<file path="src/rtl/audio_pwm_tx_pkg.sv">
`default_nettype none
// ============================================================================
//  Module      : audio_pwm_tx_pkg
//  Description : Shared constants for the audio PWM output path: default
//                sample width, default sample FIFO depth and the MMIO offset
//                of the sample register.
//  Revision    : 1.0 - initial release
// ============================================================================
package audio_pwm_tx_pkg;

    localparam int          AUDIO_SAMPLE_WIDTH       = 10;
    localparam int          AUDIO_FIFO_DEPTH         = 4;
    localparam logic [31:0] AUDIO_SAMPLE_MMIO_OFFSET = 32'h0000_0050;

endpackage : audio_pwm_tx_pkg
`default_nettype wire

</file>
<file path="src/rtl/audio_pwm_tx_sync_fifo.sv">
`default_nettype none
// ============================================================================
//  Module      : sync_fifo
//  Description : Single-clock FIFO with valid/ready write side, pop-enable
//                read side and a show-ahead head word. Occupancy is counted
//                separately so full and empty are unambiguous while the
//                pointers wrap naturally.
//  Revision    : 1.0 - initial release
// ============================================================================
module sync_fifo #(
    parameter  int WIDTH       = 10,
    parameter  int DEPTH       = 4,
    localparam int PTR_WIDTH   = $clog2(DEPTH),
    localparam int COUNT_WIDTH = $clog2(DEPTH + 1)
) (
    input  logic                   clk,
    input  logic                   rst,
    input  logic                   wr_valid,
    input  logic [WIDTH-1:0]       wr_data,
    output logic                   wr_ready,
    input  logic                   rd_en,
    output logic [WIDTH-1:0]       rd_data,
    output logic                   empty,
    output logic                   full,
    output logic [COUNT_WIDTH-1:0] count
);

    localparam logic [COUNT_WIDTH-1:0] c_depth   = COUNT_WIDTH'(DEPTH);
    localparam logic [COUNT_WIDTH-1:0] c_cnt_one = COUNT_WIDTH'(1);
    localparam logic [PTR_WIDTH-1:0]   c_ptr_one = PTR_WIDTH'(1);

    logic [WIDTH-1:0]       mem_q [DEPTH];
    logic [PTR_WIDTH-1:0]   wr_ptr_q, wr_ptr_d;
    logic [PTR_WIDTH-1:0]   rd_ptr_q, rd_ptr_d;
    logic [COUNT_WIDTH-1:0] count_q, count_d;
    logic                   do_wr;
    logic                   do_rd;

    assign full     = (count_q == c_depth);
    assign empty    = (count_q == '0);
    assign wr_ready = !full;
    assign count    = count_q;
    assign rd_data  = mem_q[rd_ptr_q];

    // Next-state for pointers and occupancy; guarded so over/underrun is impossible.
    always_comb begin
        do_wr    = wr_valid && !full;
        do_rd    = rd_en && !empty;
        wr_ptr_d = do_wr ? wr_ptr_q + c_ptr_one : wr_ptr_q;
        rd_ptr_d = do_rd ? rd_ptr_q + c_ptr_one : rd_ptr_q;
        count_d  = count_q;
        if (do_wr && !do_rd) begin
            count_d = count_q + c_cnt_one;
        end else if (do_rd && !do_wr) begin
            count_d = count_q - c_cnt_one;
        end
    end

    // Storage array; contents need no reset because count gates visibility.
    always_ff @(posedge clk) begin
        if (do_wr) begin
            mem_q[wr_ptr_q] <= wr_data;
        end
    end

    // Pointer and occupancy registers.
    always_ff @(posedge clk or posedge rst) begin
        if (rst) begin
            wr_ptr_q <= '0;
            rd_ptr_q <= '0;
            count_q  <= '0;
        end else begin
            wr_ptr_q <= wr_ptr_d;
            rd_ptr_q <= rd_ptr_d;
            count_q  <= count_d;
        end
    end

endmodule : sync_fifo
`default_nettype wire

</file>
<file path="src/rtl/audio_pwm_tx.sv">
`default_nettype none
// ============================================================================
//  Module      : audio_pwm_tx
//  Description : Sample-driven PWM transmitter. PCM samples are queued in a
//                small FIFO; one sample is loaded into the duty register at
//                the end of every 2^W-cycle period and compared against the
//                period counter to produce a registered pulse train.
//  Revision    : 1.0 - initial release
// ============================================================================
module audio_pwm_tx
    import audio_pwm_tx_pkg::*;
#(
    parameter int CPU_CLOCK_FREQ = 100_000_000,
    parameter int SAMPLE_WIDTH   = AUDIO_SAMPLE_WIDTH,
    parameter int FIFO_DEPTH     = AUDIO_FIFO_DEPTH
) (
    input  logic                             clk,
    input  logic                             rst,
    input  logic [SAMPLE_WIDTH-1:0]          sample_in,
    input  logic                             sample_in_valid,
    output logic                             sample_in_ready,
    input  logic                             enable,
    output logic                             aud_pwm,
    output logic                             underflow,
    output logic [$clog2(FIFO_DEPTH+1)-1:0]  fifo_count
);

    localparam logic [SAMPLE_WIDTH-1:0] c_period_last = '1;
    localparam logic [SAMPLE_WIDTH-1:0] c_cnt_one     = SAMPLE_WIDTH'(1);

    // Reject parameter sets the pointer arithmetic cannot support.
    if (FIFO_DEPTH < 2 || (FIFO_DEPTH & (FIFO_DEPTH - 1)) != 0 || CPU_CLOCK_FREQ <= 0) begin : g_bad_params
        $error("audio_pwm_tx: FIFO_DEPTH must be a power of two >= 2 and CPU_CLOCK_FREQ positive");
    end

    logic [SAMPLE_WIDTH-1:0] counter_q, counter_d;
    logic [SAMPLE_WIDTH-1:0] duty_q, duty_d;
    logic                    aud_pwm_q, aud_pwm_d;
    logic [SAMPLE_WIDTH-1:0] fifo_head;
    logic                    fifo_empty;
    logic                    fifo_full;
    logic                    load_event;
    logic                    pop;

    sync_fifo #(
        .WIDTH (SAMPLE_WIDTH),
        .DEPTH (FIFO_DEPTH)
    ) u_fifo (
        .clk      (clk),
        .rst      (rst),
        .wr_valid (sample_in_valid),
        .wr_data  (sample_in),
        .wr_ready (sample_in_ready),
        .rd_en    (pop),
        .rd_data  (fifo_head),
        .empty    (fifo_empty),
        .full     (fifo_full),
        .count    (fifo_count)
    );

    // Last cycle of a running period: time to fetch the next duty value.
    always_comb begin
        load_event = enable && (counter_q == c_period_last);
        pop        = load_event && !fifo_empty;
        underflow  = load_event && fifo_empty;
    end

    // Counter runs only while enabled; duty is replaced on pop and held on underflow.
    always_comb begin
        counter_d = enable ? counter_q + c_cnt_one : '0;
        duty_d    = pop ? fifo_head : duty_q;
        aud_pwm_d = enable && (counter_q < duty_q);
    end

    // Period counter, duty register and output flop.
    always_ff @(posedge clk or posedge rst) begin
        if (rst) begin
            counter_q <= '0;
            duty_q    <= '0;
            aud_pwm_q <= 1'b0;
        end else begin
            counter_q <= counter_d;
            duty_q    <= duty_d;
            aud_pwm_q <= aud_pwm_d;
        end
    end

    assign aud_pwm = aud_pwm_q;

endmodule : audio_pwm_tx
`default_nettype wire

</file>
<file path="config.mk">
export PLATFORM = sky130hd
export DESIGN_NAME = audio_pwm_tx
export DESIGN_NICKNAME = d
export VERILOG_FILES = /design/src/rtl/audio_pwm_tx_pkg.sv /design/src/rtl/audio_pwm_tx_sync_fifo.sv /design/src/rtl/audio_pwm_tx.sv
export SDC_FILE = /design/constraint.sdc
export NUM_CORES = 1
export LEC_CHECK = 0
export ABC_CLOCK_PERIOD_IN_PS = 2500
export BUFFER_PORTS_ARGS = -buffer_cell sky130_fd_sc_hd__buf_2
export CORE_ASPECT_RATIO = 0.5
export CORE_MARGIN = 2
export CORE_UTILIZATION = 55
export CTS_CLUSTER_DIAMETER = 60
export DETAILED_ROUTE_END_ITERATION = 12
export PLACE_DENSITY_LB_ADDON = 0.08
export SETUP_SLACK_MARGIN = 0.02
export SYNTH_ARGS = -nofsm -noshare
export SYNTH_HDL_FRONTEND = slang
export SYNTH_SLANG_ARGS = --single-unit
</file>
<file path="constraint.sdc">
create_clock -name clk -period 2.5 [get_ports clk]
set_clock_uncertainty 0.1 [all_clocks]
set_input_delay 0.75 -clock clk [delete_from_list [all_inputs] [get_ports clk]]
set_output_delay 0.75 -clock clk [all_outputs]
set_load 0.005 [all_outputs]
</file>
==> metrics.txt <==
WL final=4.859 mm; Power Density=between 700 and 800 nW/um^2; simple-gate area share of the yosys netlist=just under 9%; Critical Path End Type=primary output; post-route insts no fill=300; ANT cells=0; vias in the first global route=between 1500 and 2000; Fill cells=411; P&R area growth vs syn=13.14%; placed instance count=between 200 and 300; number of buffers created by CTS=9; Max-cap violations=0; H-tree Lvls=3; crit path time final=approximately 2.4 ns; core area=roughly 5400 sq um; max-slew violation count=0; Synthesis Warnings=0; status=completed; Register Area=between 1500 and 2000 sq um; Distinct cells, synth=36; Crit Path Max Fanout=4; xor/xnor share of the synthesized area=3.737%; mapped cell area=3047 sq um; first-pass GRT wire length=8.273 mm; Multi-input gate area=1069 sq um; DR pass1 iterations=4; mux cell area share after synthesis=13.55%; Final Hold Vio Count=0; chip height=56.63 microns; GR Util met1=approximately 28%; share of post-route cells with drive strength above 1=between 20% and 30%; final cycle utilization of the critical path=between 90% and 100%; total power=roughly 0.0027 W; RSZ-0062 raised after global routing=no; main combinational cell family by area after synthesis=multiplexers; Worst setup SP type=flip-flop; I/O Buffers=19; busiest grt layer=met1; M3 GR Usage=~7.3%; CTS clk-pin slew, worst paths=roughly 0.070 ns; Final setup viols=0; post-synthesis adder-cell area fraction=a little under 7%; worst path bufs/invs=1; clock buffer depth=2; Worst Tran Pin Value=about 0.56 ns; vias per cell=about 5.3; Die Width=~110 microns; DRT antenna net count=0; routability congestion estimate from global placement=between 0.8 and 0.9; worst path required time=around 1.7 ns; Mean Syn Cell Area=between 15 and 20 sq um; Mapped Cells=190; Crit path depth=4; Global Route Usage Sum=between 10% and 20%; DRC violations left=0; site row count=19; antenna violations before repair=0; R2R cell count=8; Sinks on Clock Net=slightly below 70; biggest cell delay along the critical path=roughly 0.41 ns; max frequency=about 0.42 GHz; worst min path class=primary input to asynchronous set/reset pin; wire per inst=16.20 microns; most frequent cells in the layout=40 x edfxtp_1, 27 x dfrtp_1, 19 x buf_2, 15 x ha_1, 14 x inv_1; Root Buffer=clkbuf_8; syn nets=220; TritonCTS clock tree=built; hold buffer count at CTS=0; grt total ovfl=0; HPWL Detailed=3.341 mm; Initial Utilization=56.21%; crit path DAT=about 1.5 ns; Final nets=approximately 250; Worst-Skew Late Latency=0.35 ns; WS Path Type=flip-flop to primary output; crit-path cells=ha_1 -> nand3_1 -> nor4_2 -> buf_2; setup tns final=0 ns; commonest non-fill, non-tap cell in the layout=edfxtp_1; VDD IR-drop max=~570 uV; CP delay by family, top=flip-flops; Synth Area in Compound Gates=1.848%; Synth Register Bits=68; Via Count=approximately 1600; 1st-iter DRT viols=~50; Seq/Total Area, Yosys=62.42%; IO Count=20; die area=6187 sq um; largest net degree at the start of global routing=29; leakage power=approximately 1.4 nW; crit path max-delay cell type=dfrtp_1; Slew headroom=~62%; grt met2 use=between 20% and 30%
what timing repair did:
action                                 CTS  global route
setup buffers                            2             0
pin swaps                                0             1
resized for setup                        2             0
setup endpoints to repair                1             1
cloned                                   0             0
endpoints found under the hold margin    0             0
cell families after synthesis:
group	after synthesis
flops	68
simple gates	44
mux	22
buf+inv	18
fa+ha+maj	16
xor+xnor	13
compound gates	9
registers in the layout (all words and copies together) (netlist names):
signal / cells
aud_pwm: 1
counter_q: 10
duty_q: 10
u_fifo.count: 3
u_fifo.mem_q: 40
u_fifo.rd_ptr_q: 2
u_fifo.wr_ptr_q: 2
worst paths after layout:
check                        startpoint               to  slack, ns
min                                 rst  u_fifo.count[1]       0.36
max                        counter_q[1]        underflow       0.15
max reg2reg                counter_q[1]  u_fifo.count[1]       0.25
min in group clk              duty_q[4]        duty_q[4]       0.41
max in group asynchronous           rst  u_fifo.count[0]       1.67
min reg2reg                   duty_q[4]        duty_q[4]       0.41
metal layers:
metal | part of all wire [%] | wire length (microns)
met2 | 43 | 2085
met1 | 50 | 2434
met4 | 2.1 | 100
met3 | 4.9 | 238
met5 | 0 | 0
per-stage QoR:
| step | setup slack, ns | utilization (%) | hold slack [ns] | area [sq um] |
|---|---|---|---|---|
| floorplan | 0.2900 | - | 0.3568 | 3047 |
| global placement | 0.1205 | 59.65 | 0.3924 | 3233 |
| detailed placement | 0.09017 | 59.65 | 0.3949 | 3233 |
| CTS | 0.05267 | 63.60 | 0.3529 | 3447 |
| global route | 0.04084 | 63.60 | 0.3793 | 3447 |
| finish | 0.1459 | 63.60 | 0.3558 | 3447 |
report_power, final:
group / internal [W] / leakage [nW] / switching [W]
registers: 0.00139 / 0.742 / 0.0000661
clock network: 0.000454 / 0.0926 / 0.000406
logic: 0.000193 / 0.567 / 0.000242
total: 0.00203 / 1.40 / 0.000713
area by class of cell:
type	count	share of cell area [%]
tap	73	2.650
inverter	14	1.524
clock buffer	9	3.593
multi-input combinational	104	31.00
clock inverter	7	1.960
timing repair buffer	25	4.065
sequential	68	55.21
cells in the mapped netlist:
cell type | count | share of area (%)
edfxtp_1 | 40 | 39
dfrtp_1 | 28 | 23
ha_1 | 15 | 6.2
inv_1 | 14 | 1.7
and2_1 | 9 | 1.8
mux2_4 | 9 | 4.4
xnor2_1 | 8 | 2.3
nand2_1 | 6 | 0.74
and3_1 | 5 | 1.0
mux4_1 | 5 | 4.3
mux4_2 | 5 | 3.7
xor2_1 | 5 | 1.4
nand3_1 | 4 | 0.66
nand4_1 | 4 | 0.82
a21oi_1 | 3 | 0.49
mux2_2 | 3 | 1.1
nor2_1 | 3 | 0.37
nor3_1 | 3 | 0.49
buf_6 | 2 | 0.74
clkbuf_1 | 2 | 0.25
o21ai_0 | 2 | 0.33
a211oi_1 | 1 | 0.25
a21boi_1 | 1 | 0.25
a21o_1 | 1 | 0.25
and2_0 | 1 | 0.21
and4_2 | 1 | 0.33
fa_1 | 1 | 0.66
nand2_2 | 1 | 0.21
nand2b_1 | 1 | 0.21
nand4_4 | 1 | 0.70
nor2b_1 | 1 | 0.21
nor3_2 | 1 | 0.33
nor4_1 | 1 | 0.21
o311ai_0 | 1 | 0.29
or3_1 | 1 | 0.21
or3_4 | 1 | 0.37
worst min-delay path, delay by kind of cell:
kind / cells / cell delay, ns
buf+inv: 3 / 0.45
No activity file was read; power rests on OpenSTA's default activity.
